--- src/rtl/vend_pkg.sv ---
// Shared types and constants for the soda vending controller.
//   state_t   : FSM state encoding (also exported on state_check)
//   *_V       : coin values in nickel units
//   PRICE_DEF / CREDIT_W_DEF : default price and credit register width
package vend_pkg;

    typedef enum logic [2:0] {
        ST_COLLECT = 3'b000,
        ST_VEND    = 3'b001,
        ST_CHANGE  = 3'b010,
        ST_REFUND  = 3'b011
    } state_t;

    localparam int unsigned VALUE_W      = 3;
    localparam int unsigned NICKEL_V     = 1;
    localparam int unsigned DIME_V       = 2;
    localparam int unsigned QUARTER_V    = 5;
    localparam int unsigned PRICE_DEF    = 4;
    localparam int unsigned CREDIT_W_DEF = 5;

endpackage

--- src/rtl/coin_decoder.sv ---
// Combinational coin strobe decoder.
//   nickel/dime/quarter : coin strobes
//   valid   : exactly one strobe high
//   illegal : more than one strobe high
//   value   : coin value in nickel units (0 unless valid)
module coin_decoder
    import vend_pkg::*;
(
    input  logic               nickel,
    input  logic               dime,
    input  logic               quarter,
    output logic               valid,
    output logic               illegal,
    output logic [VALUE_W-1:0] value
);

    logic [1:0] cnt;

    always_comb begin
        cnt     = 2'(nickel) + 2'(dime) + 2'(quarter);
        valid   = (cnt == 2'd1);
        illegal = (cnt > 2'd1);
        value   = '0;
        if (valid) begin
            if (nickel)    value = VALUE_W'(NICKEL_V);
            else if (dime) value = VALUE_W'(DIME_V);
            else           value = VALUE_W'(QUARTER_V);
        end
    end

endmodule

--- src/rtl/vend_controller.sv ---
// Vending sequencer: owns the credit register, handshakes a vend with the
// dispenser, pays change one coin at a time, and services cancel/refund.
//   clk, rst (sync, active-high)
//   nickel/dime/quarter : coin strobes;  cancel : refund request
//   vend_ack / change_ack : dispenser and coin-return acknowledges
//   credit : credit in nickel units;  vend_req : dispense request
//   ret_nickel / ret_dime : coin presented for return
//   coin_reject : one-cycle pulse for a coin rejected on the previous edge
//   state_check : current FSM state encoding
module vend_controller
    import vend_pkg::*;
#(
    parameter int unsigned PRICE    = PRICE_DEF,
    parameter int unsigned CREDIT_W = CREDIT_W_DEF
) (
    input  logic                clk,
    input  logic                rst,
    input  logic                nickel,
    input  logic                dime,
    input  logic                quarter,
    input  logic                cancel,
    input  logic                vend_ack,
    input  logic                change_ack,
    output logic [CREDIT_W-1:0] credit,
    output logic                vend_req,
    output logic                ret_nickel,
    output logic                ret_dime,
    output logic                coin_reject,
    output logic [2:0]          state_check
);

    localparam int unsigned SUM_W      = CREDIT_W + 1;
    localparam int unsigned MAX_CREDIT = (1 << CREDIT_W) - 1;
    localparam logic [CREDIT_W-1:0] PRICE_C = CREDIT_W'(PRICE);

    logic               coin_valid;
    logic               coin_illegal;
    logic [VALUE_W-1:0] coin_value;

    state_t              state_q, state_d;
    logic [CREDIT_W-1:0] credit_d;
    logic [SUM_W-1:0]    sum;
    logic                reject_d;
    logic                payout_d;

    coin_decoder u_dec (
        .nickel  (nickel),
        .dime    (dime),
        .quarter (quarter),
        .valid   (coin_valid),
        .illegal (coin_illegal),
        .value   (coin_value)
    );

    // Next-state and next-credit logic
    always_comb begin
        state_d  = state_q;
        credit_d = credit;
        reject_d = 1'b0;
        // One extra bit so an overflowing deposit is visible before it wraps
        sum      = SUM_W'(credit) + SUM_W'(coin_value);
        case (state_q)
            ST_COLLECT: begin
                if (cancel && (credit != '0)) begin
                    state_d  = ST_REFUND;
                    reject_d = coin_valid | coin_illegal;
                end else begin
                    if (coin_illegal) begin
                        reject_d = 1'b1;
                    end else if (coin_valid) begin
                        if (sum <= SUM_W'(MAX_CREDIT)) credit_d = sum[CREDIT_W-1:0];
                        else                           reject_d = 1'b1;
                    end
                    if (credit_d >= PRICE_C) state_d = ST_VEND;
                end
            end
            ST_VEND: begin
                reject_d = coin_valid | coin_illegal;
                if (vend_ack) begin
                    credit_d = credit - PRICE_C;
                    state_d  = (credit_d == '0) ? ST_COLLECT : ST_CHANGE;
                end
            end
            ST_CHANGE, ST_REFUND: begin
                reject_d = coin_valid | coin_illegal;
                if (credit == '0) begin
                    state_d = ST_COLLECT;
                end else if (change_ack) begin
                    credit_d = (credit >= CREDIT_W'(2)) ? credit - CREDIT_W'(2)
                                                        : credit - CREDIT_W'(1);
                    if (credit_d == '0) state_d = ST_COLLECT;
                end
            end
            default: begin
                state_d  = ST_COLLECT;
                credit_d = '0;
            end
        endcase
        payout_d = (state_d == ST_CHANGE) || (state_d == ST_REFUND);
    end

    // State, credit and output registers; outputs follow the next state/credit
    always_ff @(posedge clk) begin
        if (rst) begin
            state_q     <= ST_COLLECT;
            credit      <= '0;
            vend_req    <= 1'b0;
            ret_nickel  <= 1'b0;
            ret_dime    <= 1'b0;
            coin_reject <= 1'b0;
        end else begin
            state_q     <= state_d;
            credit      <= credit_d;
            vend_req    <= (state_d == ST_VEND);
            ret_dime    <= payout_d && (credit_d >= CREDIT_W'(2));
            ret_nickel  <= payout_d && (credit_d == CREDIT_W'(1));
            coin_reject <= reject_d;
        end
    end

    assign state_check = state_q;

endmodule

--- config.mk ---
export PLATFORM = sky130hd
export DESIGN_NAME = vend_controller
export DESIGN_NICKNAME = d
export VERILOG_FILES = /design/src/rtl/vend_pkg.sv /design/src/rtl/coin_decoder.sv /design/src/rtl/vend_controller.sv
export SDC_FILE = /design/constraint.sdc
export NUM_CORES = 1
export LEC_CHECK = 0
export CORE_ASPECT_RATIO = 1.25
export CORE_UTILIZATION = 40
export CTS_CLUSTER_SIZE = 20
export DETAILED_ROUTE_END_ITERATION = 10
export GPL_TIMING_DRIVEN = 0
export MAX_ROUTING_LAYER = met4
export REMOVE_ABC_BUFFERS = 1
export SETUP_SLACK_MARGIN = 0.3
export SYNTH_ARGS = -nofsm -noshare
export SYNTH_HDL_FRONTEND = slang
export SYNTH_HIERARCHICAL = 1
export SYNTH_SLANG_ARGS = --single-unit
--- constraint.sdc ---
create_clock -name clk -period 4.6 [get_ports clk]
set_input_delay 0.92 -clock clk [delete_from_list [all_inputs] [get_ports clk]]
set_output_delay 0.92 -clock clk [all_outputs]
set_load 0.02 [all_outputs]
Yosys cells after proc, flatten, opt, wreduce, memory -nomap -nowiden

Index checks and enable logic that the tools add are counted.

Bits in registers: 12
Input bits: 8
Output and inout port bits: 12
Logic and storage cells: 64

Add/sub/neg operators: 6
Order comparisons: 5
Equality and inequality tests: 8
Muxes and demuxes: 27
Bitwise logic cells: 1
Reductions and logical operators: 11

Operators with widths:

| kind                  | count |
|---|---|
| $mux W5               | 10 |
| $mux W3               | 9 |
| $logic_not A5 Y1      | 3 |
| $pmux W5 S3           | 1 |
| $eq A3 B2 Y1 const B  | 4 |
| $ge A5 B2 Y1 const B  | 2 |
| $pmux W3 S3           | 1 |
| $add A5 B3 Y6         | 1 |
| $eq A3 B1 Y1 const B  | 2 |
| $le A6 B5 Y1 const B  | 1 |
| $eq A5 B1 Y1 const B  | 1 |
| $ge A5 B3 Y1 const B  | 1 |
| $reduce_bool A5 Y1    | 1 |
| $sub A5 B1 Y5 const B | 1 |
| $sub A5 B2 Y5 const B | 1 |
| $sub A5 B3 Y5 const B | 1 |
| $mux W1               | 4 |
| $logic_and A1 B1 Y1   | 3 |
| $logic_not A3 Y1      | 1 |
| $reduce_or A3 Y1      | 1 |
| $add A1 B1 Y2         | 1 |
| $add A2 B1 Y2         | 1 |
| $eq A2 B1 Y1 const B  | 1 |
| $gt A2 B1 Y1 const B  | 1 |
| 5 further kinds       | 5 |

Depth between registers and ports, before layout

Gate-level depths: netlist of run 1.

Depth in word-level cells: 18
Gate-level depth with buffers: 11
Gate-level depth less buffers: 11

By module

The synthesis of run 1 kept the hierarchy.

By module, submodules not included:

| module          | instances | cells each | area an instance (um^2) | seq. area each (um^2) |
|---|---|---|---|---|
| vend_controller | 1         | 148        | 1,158.6                 | 240.2 |
| coin_decoder    | 1         | 7          | 68.8                    | 0.0 |

Worst setup path after synthesis of run 1

Ideal clock, no wire load.

Path type: input to register
Start: input port nickel
End: register ret_nickel
Library setup time: 0.061 ns
Data arrival time: 3.384 ns
Required time: 4.539 ns
Slack: 1.154 ns
Stages: 11
Buffers on the path: 0
Cell sequence: fa_1 nand2b_4 a21oi_1 ha_1 fa_1 xor2_1 or2_1 o211ai_1 a21oi_1 or3b_1 and4bb_1

Word-level cells in the longest chain between the ends: 18
Elaborated cells between the ends (all ways): 24
Classes of those cells: add/sub: 3; order compare: 3; eq/ne: 4; mux: 12; reduce/logical: 2

RTL lines:

| element               | line                   | RTL |
|---|---|---|
| start, declared       | vend_controller.sv:18  | `input logic nickel,` |
| $add A1 B1 Y2         | coin_decoder.sv:20     | `cnt = 2'(nickel) + 2'(dime) + 2'(quarter);` |
| $add A2 B1 Y2         | coin_decoder.sv:20     |  |
| $eq A2 B1 Y1          | coin_decoder.sv:21     | `valid = (cnt == 2'd1);` |
| $mux W3 *             | coin_decoder.sv:24     | `if (valid) begin` |
| net coin_value[0]     | vend_controller.sv:38  | `logic [VALUE_W-1:0] coin_value;` |
| $add A5 B3 Y6 *       | vend_controller.sv:61  | `sum = SUM_W'(credit) + SUM_W'(coin_value);` |
| $le A6 B5 Y1          | vend_controller.sv:71  | `if (sum <= SUM_W'(MAX_CREDIT)) credit_d = sum[CREDIT_W-1:0];` |
| $mux W5 *             | vend_controller.sv:71  |  |
| [3 not listed]        | --                     |  |
| $mux W5 *             | vend_controller.sv:62  | `case (state_q)` |
| $ge A5 B3 Y1          | vend_controller.sv:74  | `if (credit_d >= PRICE_C) state_d = ST_VEND;` |
| $mux W3               | vend_controller.sv:74  |  |
| $mux W3               | vend_controller.sv:64  | `if (cancel && (credit != '0)) begin` |
| $pmux W3 S3           | vend_controller.sv:62  |  |
| $eq A3 B2 Y1          | vend_controller.sv:99  | `payout_d = (state_d == ST_CHANGE) \|\| (state_d == ST_REFUND);` |
| $logic_or A1 B1 Y1    | vend_controller.sv:99  |  |
| $logic_and A1 B1 Y1 * | vend_controller.sv:116 | `ret_nickel <= payout_d && (credit_d == CREDIT_W'(1));` |
| end signal, assigned  | vend_controller.sv:116 |  |
| end, declared         | vend_controller.sv:26  | `output logic ret_nickel,` |

The timed path passes the listed nets; every way through them passes the cells marked *. The select of a mux whose other input is x is not followed.
A chain may end at the register's enable or synchronous reset.

Worst setup path after layout of run 1

Ends and elaborated chain as after synthesis.

==> impl_metrics.csv, run 1 <==
group,metric,value,unit
worst_setup_path,critPathMaxFanout,4,
job,maxCapViolCount,0,
cells_and_area,nNetsFinal,191,
yosys,synthFlopType,"dfxtp_1",
place,dp_hpwl,2590,um
floorplanning,num_rows,22,
cells_and_area,mostFrequentLayoutCells,"19 x clkdlybuf4s50_1, 12 x dfxtp_1, 10 x inv_1, 10 x a21oi_1, 10 x nand2_1",
sta,finalCritPeriodShare,84.9,%
clock_tree,cts_buffer_depth,2,
pwr,leakage,0.535,nW
sta,min_period,3.91,ns
floorplanning,die_h,63.9,um
clock_tree,clkLatencyLatePin,0.26,ns
cells_and_area,final_common_cell,"clkdlybuf4s50_1",
clock_tree,cts_hold_buf,0,
drt,wire_per_inst,15.9,um
sta,fin_skew,0.00237,ns
clock_tree,cts_setup_buffers,0,
yosys,yosys_register_bits,12,
worst_setup_path,path_buf_inv,1,
worst_setup_path,critPathMaxStageDelay,0.55,ns
cells_and_area,antennaDiodeCount,0,
yosys,syn_inst,155,
worst_setup_path,worst_setup_path_start_kind,"input port",
cells_and_area,fillers,307,
sta,tns,0,ns
yosys,ys_warn_count,6,
sta,relSlewSlack,52.2,%
floorplanning,die_w,51.5,um
drt,drt_pass1_iterations,4,
yosys,synth_async_sr_flop_share,0,%
global_route,grt_pass1_vias,1248,
worst_setup_path,cp_top_family,"adder cells",
drt,ant_nets,0,
yosys,syn_area_per_cell,7.92,sq um
cells_and_area,multi_input_area,920,sq um
cells_and_area,layout-drive-gt1-share,5.29,%
clock_tree,root_buffer,"clkbuf_4",
clock_tree,htreeDepth,1,
drt,vias_per_cell,6.31,
drt,drtIter0Drc,44,
yosys,yosysSeqAreaShare,19.6,%
run_status,status,"complete, no violations",
clock_tree,clk_pin_slew,0.06,ns
cells_and_area,final_util,49.9,%
sta,whs,0.564,ns
yosys,syn_area,1230,sq um
clock_tree,cts_sinks,12,
clock_tree,cts-buffers-inserted,3,
worst_setup_path,required,4.80,ns
floorplanning,io_pins,20,
sta,tightest_slew,0.711,ns
clock_tree,post_cts_resized,0,
global_route,grt_overflow_total,0,
cells_and_area,seq_area,240,sq um
sta,fmax,256,MHz
global_route,grt_pass1_wl,5550,um
yosys,ys_types,55,
clock_tree,cts_tree,"done",
sta,drv_slew,0,
global_route,antenna_found_initial,0,
worst_setup_path,critPathArrivalTime,4.11,ns
worst_setup_path,worstSetupPathType,"in -> reg",
yosys,synth_edf_count,0,
cells_and_area,area_growth,18.6,%
floorplanning,die_area,3300,sq um
worst_setup_path,crit_chain,"clkdlybuf4s50_1, fa_1, nand2b_4, a21oi_1, ha_1, fa_1, xor2_1, or2_1, o211ai_1, a21oi_1, or3b_1, and4bb_1",
place,place.gp.congestion,0.904,
hold_path,hp-class,"reg -> reg",
sta,grt_setup_unrepaired,"no",
global_route,grt_use_total,22.0,%
drt,num_vias,1299,
global_route,grt_max_degree,16,
place,port_buffers,19,
worst_setup_path,cp-end-kind,"flip-flop",
sta,setup_viol,0,
floorplanning,core_region_area,2920,sq um
worst_setup_path,critPathSlowestCell,"fa_1",
pwr,power_density,145,nW/um^2
pwr,ir_drop,0.147,mV
drt,drc,0,
floorplanning,start_util,42.1,%
drt,finalWirelength,3270,um
sta,finalHoldViolCount,0,
==> stage by stage <==
| step | power [mW] | cells | instance area, sq um | setup WS (ns) |
|---|---|---|---|---|
| 2_1_floorplan | 0.135 | 148 | 1200 | 1.15 |
| 3_3_place_gp | 0.152 | 203 | 1430 | 0.446 |
| 3_5_place_dp | 0.153 | 203 | 1430 | 0.406 |
| 4_1_cts | 0.213 | 206 | 1460 | 0.673 |
| 5_1_grt | 0.220 | 206 | 1460 | 0.534 |
| 6_report | 0.211 | 206 | 1460 | 0.693 |
==> cells by family after synthesis <==
| group | count (synthesis) | share of synthesized area, % |
|---|---|---|
| other | 1 | 0.306 |
| buffers and inverters | 17 | 5.51 |
| flip-flops | 12 | 19.6 |
| AO/OA/AOI/OAI | 53 | 32.0 |
| AND/OR/NAND/NOR | 57 | 27.3 |
| adder cells (fa/ha/maj) | 11 | 12.4 |
| XOR/XNOR | 4 | 2.85 |
==> flip-flops by register name, summed over array words and instances (netlist names) <==
register and cells:
state_check 3, ret_nickel 1, vend_req 1, coin_reject 1, ret_dime 1, credit 5
==> power by group <==
| part | switching, mW | internal [mW] | total, mW |
|---|---|---|---|
| Combinational | 0.0240 | 0.0198 | 0.0438 |
| Sequential | 0.00214 | 0.105 | 0.107 |
| Clock | 0.0293 | 0.0302 | 0.0595 |
==> tightest hold or removal path, cell delays in order, from the launching register on <==
cell and delay, ns:
dfxtp_1 0.37, nand2_1 0.09, a21oi_1 0.06
==> worst paths after layout <==
| kind | start | endpoint | slack (ns) | cells after the start |
|---|---|---|---|---|
| min reg2reg | state_check[0] | state_check[0] | 0.56 | 2 |
| max | nickel | ret_nickel | 0.69 | 12 |
| max reg2reg | credit[3] | ret_nickel | 1.67 | 8 |
| min | state_check[0] | state_check[0] | 0.56 | 2 |
==> Yosys cell counts (3+ instances only) <==
library cell,number,area [sq um]
nor2_1,8,30.0
nand2_1,10,37.5
a21oi_1,10,50.1
ha_1,9,113
and2_1,3,18.8
o32ai_1,3,26.3
a31oi_1,4,25.0
nand4_1,5,31.3
inv_1,10,37.5
nand2b_1,5,31.3
a211oi_1,3,22.5
buf_2,3,15.0
nand3_1,7,35.0
o21ai_0,5,25.0
dfxtp_1,12,240
==> final cells by class <==
type | count | area share [%]
multi-input combinational | 126 | 63.2
inverter | 10 | 2.58
sequential | 12 | 16.5
clock buffer | 3 | 1.55
tap | 36 | 3.10
timing repair buffer | 19 | 13.1
==> routing by layer <==
metal	part of all wire, %	track usage [%]
met3	3.3	1.67
met5	0	-
met2	49	35.6
met1	43	26.5
met4	4.5	12.2
Note: power is estimated with default switching activity, not from simulation.
==> run 2: changes to the inputs <==
PLACE_DENSITY = 0.65   (was default)
clock period = 3.3 ns   (was 4.6 ns; I/O delays follow)
==> impl_metrics.csv, run 2 (synthesis gave the netlist of run 1 again) <==
group,metric,value,unit
drt,ant_nets,0,
pwr,net-switching-power,0.0896,mW
floorplanning,num_rows,22,
drt,drt_pass1_iterations,4,
sta,tns,0,ns
pwr,leakage,0.594,nW
clock_tree,cts_sinks,12,
floorplanning,io_pins,20,
pwr,clockPowerShare,26.7,%
worst_setup_path,worstSetupPathType,"in -> reg",
place,port_buffers,19,
clock_tree,cts-buffers-inserted,3,
hold_path,hp-class,"reg -> reg",
worst_setup_path,critPathSlowestCell,"fa_1",
sta,setup_viol,0,
cells_and_area,regMostFlops,"credit",
place,post-place-ws,-0.662,ns
cells_and_area,final_util,57.2,%
worst_setup_path,crit_chain,"buf_6, fa_1, nand2b_4, a21oi_2, ha_2, fa_2, xor2_2, or2_1, o211ai_1, a21oi_2, or3b_1, and4bb_1",
global_route,grt_use_total,24.5,%
worst_setup_path,required,3.51,ns
sta,finalHoldViolCount,0,
sta,fin_ws,0.157,ns
global_route,grt_pass1_vias,1303,
worst_setup_path,critPathArrivalTime,3.35,ns
clock_tree,root_buffer,"clkbuf_4",
floorplanning,die_w,51.5,um
cells_and_area,layout-drive-gt1-share,21.2,%
drt,wire_per_inst,17.5,um
job,maxCapViolCount,0,
pwr,sequentialPowerShare,46.5,%
worst_setup_path,cp_top_family,"adder cells",
cells_and_area,layoutNonFillerInstCount,215,
pwr,sw_frac_of_total,27.8,%
floorplanning,die_h,63.9,um
sta,drv_slew,0,
cells_and_area,fillers,289,
drt,vias_per_cell,6.19,
cells_and_area,nNetsFinal,200,
pwr,comb_power_share,26.8,%
global_route,grt_pass1_wl,5990,um
worst_setup_path,critPathMaxFanout,4,
pwr,p_int,0.232,mW
floorplanning,core_region_area,2920,sq um
global_route,grt_overflow_total,0,
global_route,antenna_found_initial,0,
clock_tree,cts_buffer_depth,2,
worst_setup_path,cp-end-kind,"flip-flop",
drt,drc,0,
sta,finalCritPeriodShare,95.3,%
sta,fmax,318,MHz
pwr,power_density,193,nW/um^2
place,dp_cells,203,
cells_and_area,final_common_cell,"clkdlybuf4s50_1",
cells_and_area,seq_area,240,sq um
run_status,status,"complete, no violations",
worst_setup_path,path_buf_inv,1,
sta,relSlewSlack,44.0,%
cells_and_area,largest_register_ffs,5,
worst_setup_path,cpMostUsedCell,"a21oi_2",
clock_tree,clkLatencyLatePin,0.26,ns
cells_and_area,area_growth,36.0,%
drt,drtIter0Drc,52,
global_route,grt_max_degree,16,
sta,min_period,3.14,ns
clock_tree,htreeDepth,1,
floorplanning,start_util,42.1,%
cells_and_area,mostFrequentLayoutCells,"16 x clkdlybuf4s50_1, 12 x dfxtp_1, 10 x inv_1, 10 x nand2_1",
worst_setup_path,worst_setup_path_start_kind,"input port",
drt,finalWirelength,3750,um
place,place.gp.congestion,0.922,
sta,tightest_slew,0.833,ns
clock_tree,cts_tree,"done",
sta,grt_setup_unrepaired,"yes",
drt,num_vias,1330,
sta,fin_skew,0.000550,ns
clock_tree,clk_pin_slew,0.07,ns
clock_tree,cts_hold_buf,0,
place,dp_hpwl,2660,um
floorplanning,die_area,3300,sq um
cells_and_area,multi_input_area,1050,sq um
pwr,ir_drop,0.206,mV
worst_setup_path,critPathMaxStageDelay,0.51,ns
cells_and_area,antennaDiodeCount,0,
## run 2: routing by layer
metal	up-vias	part of all wire [%]	track usage, %
li1	640	-	-
met1	632	41	27.9
met2	52	53	42.4
met3	6	4.8	2.38
met4	0	1.3	10.8
met5	-	0	-
## run 2: power groups by stage
stage / Combinational [mW] / Clock (mW) / Sequential [mW]
6_report: 0.0864 / 0.0860 / 0.150
5_1_grt: 0.0920 / 0.0932 / 0.150
4_1_cts: 0.0746 / 0.0906 / 0.149
3_5_place_dp: 0.0603 / 0 / 0.153
3_3_place_gp: 0.0598 / 0 / 0.153
2_1_floorplan: 0.0340 / 0 / 0.155
## run 2: layout make-up
| cell class | instances | share of cell area, % |
|---|---|---|
| Clock buffer | 3 | 1.35 |
| Inverter | 10 | 2.25 |
| Multi-Input combinational cell | 126 | 63.2 |
| Sequential cell | 12 | 14.4 |
| Tap cell | 36 | 2.70 |
| Timing Repair Buffer | 28 | 16.1 |
## run 2: what timing repair did
| action | 4_1_cts | 5_1_grt |
|---|---|---|
| pin swaps | 11 | 15 |
| resized for setup | 31 | 13 |
| buffers inserted | 7 | 2 |
| setup endpoints to repair | 10 | 7 |
## run 2: path summary, 6_finish.rpt
path | cells past startpoint | endpoint | from | slack [ns]
setup reg to reg | 8 | ret_nickel | credit[1] | 0.27
hold reg to reg | 2 | state_check[0] | state_check[0] | 0.59
hold / removal | 2 | state_check[0] | state_check[0] | 0.59
setup / recovery | 12 | ret_nickel | quarter | 0.16
## run 2: per-stage QoR
step                hold slack (ns)  total power [mW]  area (sq um)
floorplan                     0.596             0.189          1200
global placement              0.556             0.213          1430
detailed placement            0.580             0.213          1430
CTS                           0.588             0.315          1570
global route                  0.615             0.335          1670
finish                        0.587             0.322          1670
## run 2: worst min-delay path, delay by kind of cell, from the launching register on
kind / cells / cell delay, ns
flops: 1 / 0.38
compound gates: 1 / 0.07
simple gates: 1 / 0.09
==> run 3: changes to the inputs <==
PLACE_DENSITY = default   (was 0.65)
clock period = 3.9 ns   (was 3.3 ns; I/O delays follow)
==> impl_metrics.csv, run 3 (synthesis gave the netlist of run 1 again) <==
group,metric,value,unit
sta,grt_setup_unrepaired,"no",
cells_and_area,layoutNonFillerInstCount,208,
cells_and_area,largest_register_ffs,5,
floorplanning,die_area,3300,sq um
worst_setup_path,critPathMaxFanout,4,
drt,finalWirelength,3360,um
clock_tree,htreeDepth,1,
global_route,grt_max_degree,16,
place,dp_cells,203,
pwr,sw_frac_of_total,26.8,%
clock_tree,clkLatencyLatePin,0.26,ns
cells_and_area,fillers,298,
cells_and_area,final_common_cell,"clkdlybuf4s50_1",
floorplanning,die_w,51.5,um
pwr,leakage,0.554,nW
floorplanning,io_pins,20,
hold_path,hold_start,"state_check[0]",
hold_path,hp-class,"reg -> reg",
clock_tree,cts-buffers-inserted,3,
drt,drtIter0Drc,57,
sta,min_period,3.54,ns
sta,tns,0,ns
sta,fin_skew,0.00138,ns
global_route,antenna_found_initial,0,
cells_and_area,antennaDiodeCount,0,
worst_setup_path,worst_setup_path_start_kind,"input port",
pwr,clockPowerShare,28.1,%
pwr,ir_drop,0.174,mV
worst_setup_path,ff2ff_path_depth,8,
drt,num_vias,1324,
pwr,power_density,167,nW/um^2
floorplanning,start_util,42.1,%
pwr,comb_power_share,21.6,%
pwr,p_int,0.184,mW
clock_tree,cts_sinks,12,
sta,finalCritPeriodShare,90.8,%
clock_tree,cts_buffer_depth,2,
pwr,power,0.252,mW
sta,setup_viol,0,
place,place.gp.congestion,0.904,
clock_tree,root_buffer,"clkbuf_4",
cells_and_area,layout-drive-gt1-share,10.5,%
drt,wire_per_inst,16.2,um
drt,vias_per_cell,6.37,
pwr,net-switching-power,0.0674,mW
sta,tightest_slew,0.714,ns
hold_path,min_delay_path_depth,2,
place,dp_hpwl,2590,um
pwr,sequentialPowerShare,50.4,%
worst_setup_path,worstSetupPathType,"in -> reg",
sta,fmax,282,MHz
sta,finalHoldViolCount,0,
sta,relSlewSlack,52.0,%
worst_setup_path,critPathArrivalTime,3.74,ns
drt,ant_nets,0,
worst_setup_path,startpoint,"nickel",
cells_and_area,regMostFlops,"credit",
run_status,status,"complete, no violations",
clock_tree,cts_tree,"done",
sta,drv_slew,0,
global_route,grt_use_total,22.1,%
place,port_buffers,19,
floorplanning,core_region_area,2920,sq um
floorplanning,num_rows,22,
job,maxCapViolCount,0,
worst_setup_path,rrSetupSlack,0.94,ns
worst_setup_path,cp-end-kind,"flip-flop",
global_route,grt_pass1_vias,1250,
drt,drt_pass1_iterations,4,
cells_and_area,final_util,51.5,%
worst_setup_path,reg2reg_from,"credit[1]",
global_route,grt_pass1_wl,5580,um
drt,drc,0,
cells_and_area,nNetsFinal,193,
cells_and_area,area_growth,22.4,%
floorplanning,die_h,63.9,um
cells_and_area,mostFrequentLayoutCells,"16 x clkdlybuf4s50_1, 12 x dfxtp_1, 10 x inv_1, 10 x nand2_1",
global_route,grt_overflow_total,0,
clock_tree,clk_pin_slew,0.07,ns
worst_setup_path,required,4.10,ns
## run 3: area by class of cell
type	count	area, sq um	share of cell area (%)
flip-flops and latches	12	240	16.0
multi-input cells	126	952	63.4
repair buffers	21	205	13.7
well taps	36	45.0	3.00
clock buffers	3	22.5	1.50
inverters	10	37.5	2.50
## run 3: final timing paths
check / endpoint
max: ret_nickel
min reg2reg: state_check[0]
max reg2reg: ret_nickel
min: state_check[0]
## run 3: through the flow
step,area (sq um),hold slack [ns],setup WS (ns)
after floorplan,1200,0.596,0.594
after global placement,1430,0.556,-0.114
after detailed placement,1430,0.552,-0.154
after CTS,1460,0.564,0.318
after global routing,1500,0.615,0.246
final,1500,0.567,0.359
## run 3: timing repair
item / CTS / global route
setup endpoints to repair: 3 / 2
hold buffers: 0 / 0
gates cloned: 0 / 0
pin swaps: 0 / 6
buffers inserted: 0 / 2
gates resized for setup: 3 / 9
## run 3: worst max-delay path, cell delays in order
cell           delay (ns)
dlygate4sd2_1        0.29
fa_1                 0.53
nand2b_4             0.11
a21oi_1              0.05
ha_2                 0.21
fa_2                 0.40
xor2_2               0.17
or2_1                0.25
o211ai_1             0.26
a21oi_2              0.10
or3b_1               0.35
and4bb_1             0.24
## run 3: power groups by stage
stage | Combinational (mW) | Sequential [mW] | Clock [mW]
floorplan | 0.0287 | 0.131 | 0
detailed placement | 0.0514 | 0.129 | 0
global route | 0.0587 | 0.127 | 0.0767
CTS | 0.0510 | 0.127 | 0.0734
finish | 0.0543 | 0.127 | 0.0706
global placement | 0.0504 | 0.129 | 0
## run 3: metal layers
metal	track usage, %	share of wire [%]	wire length [um]
met2	35.6	50	1690
met4	12.2	4.1	139
met3	1.67	4.0	134
met1	26.8	42	1400
met5	-	0	0
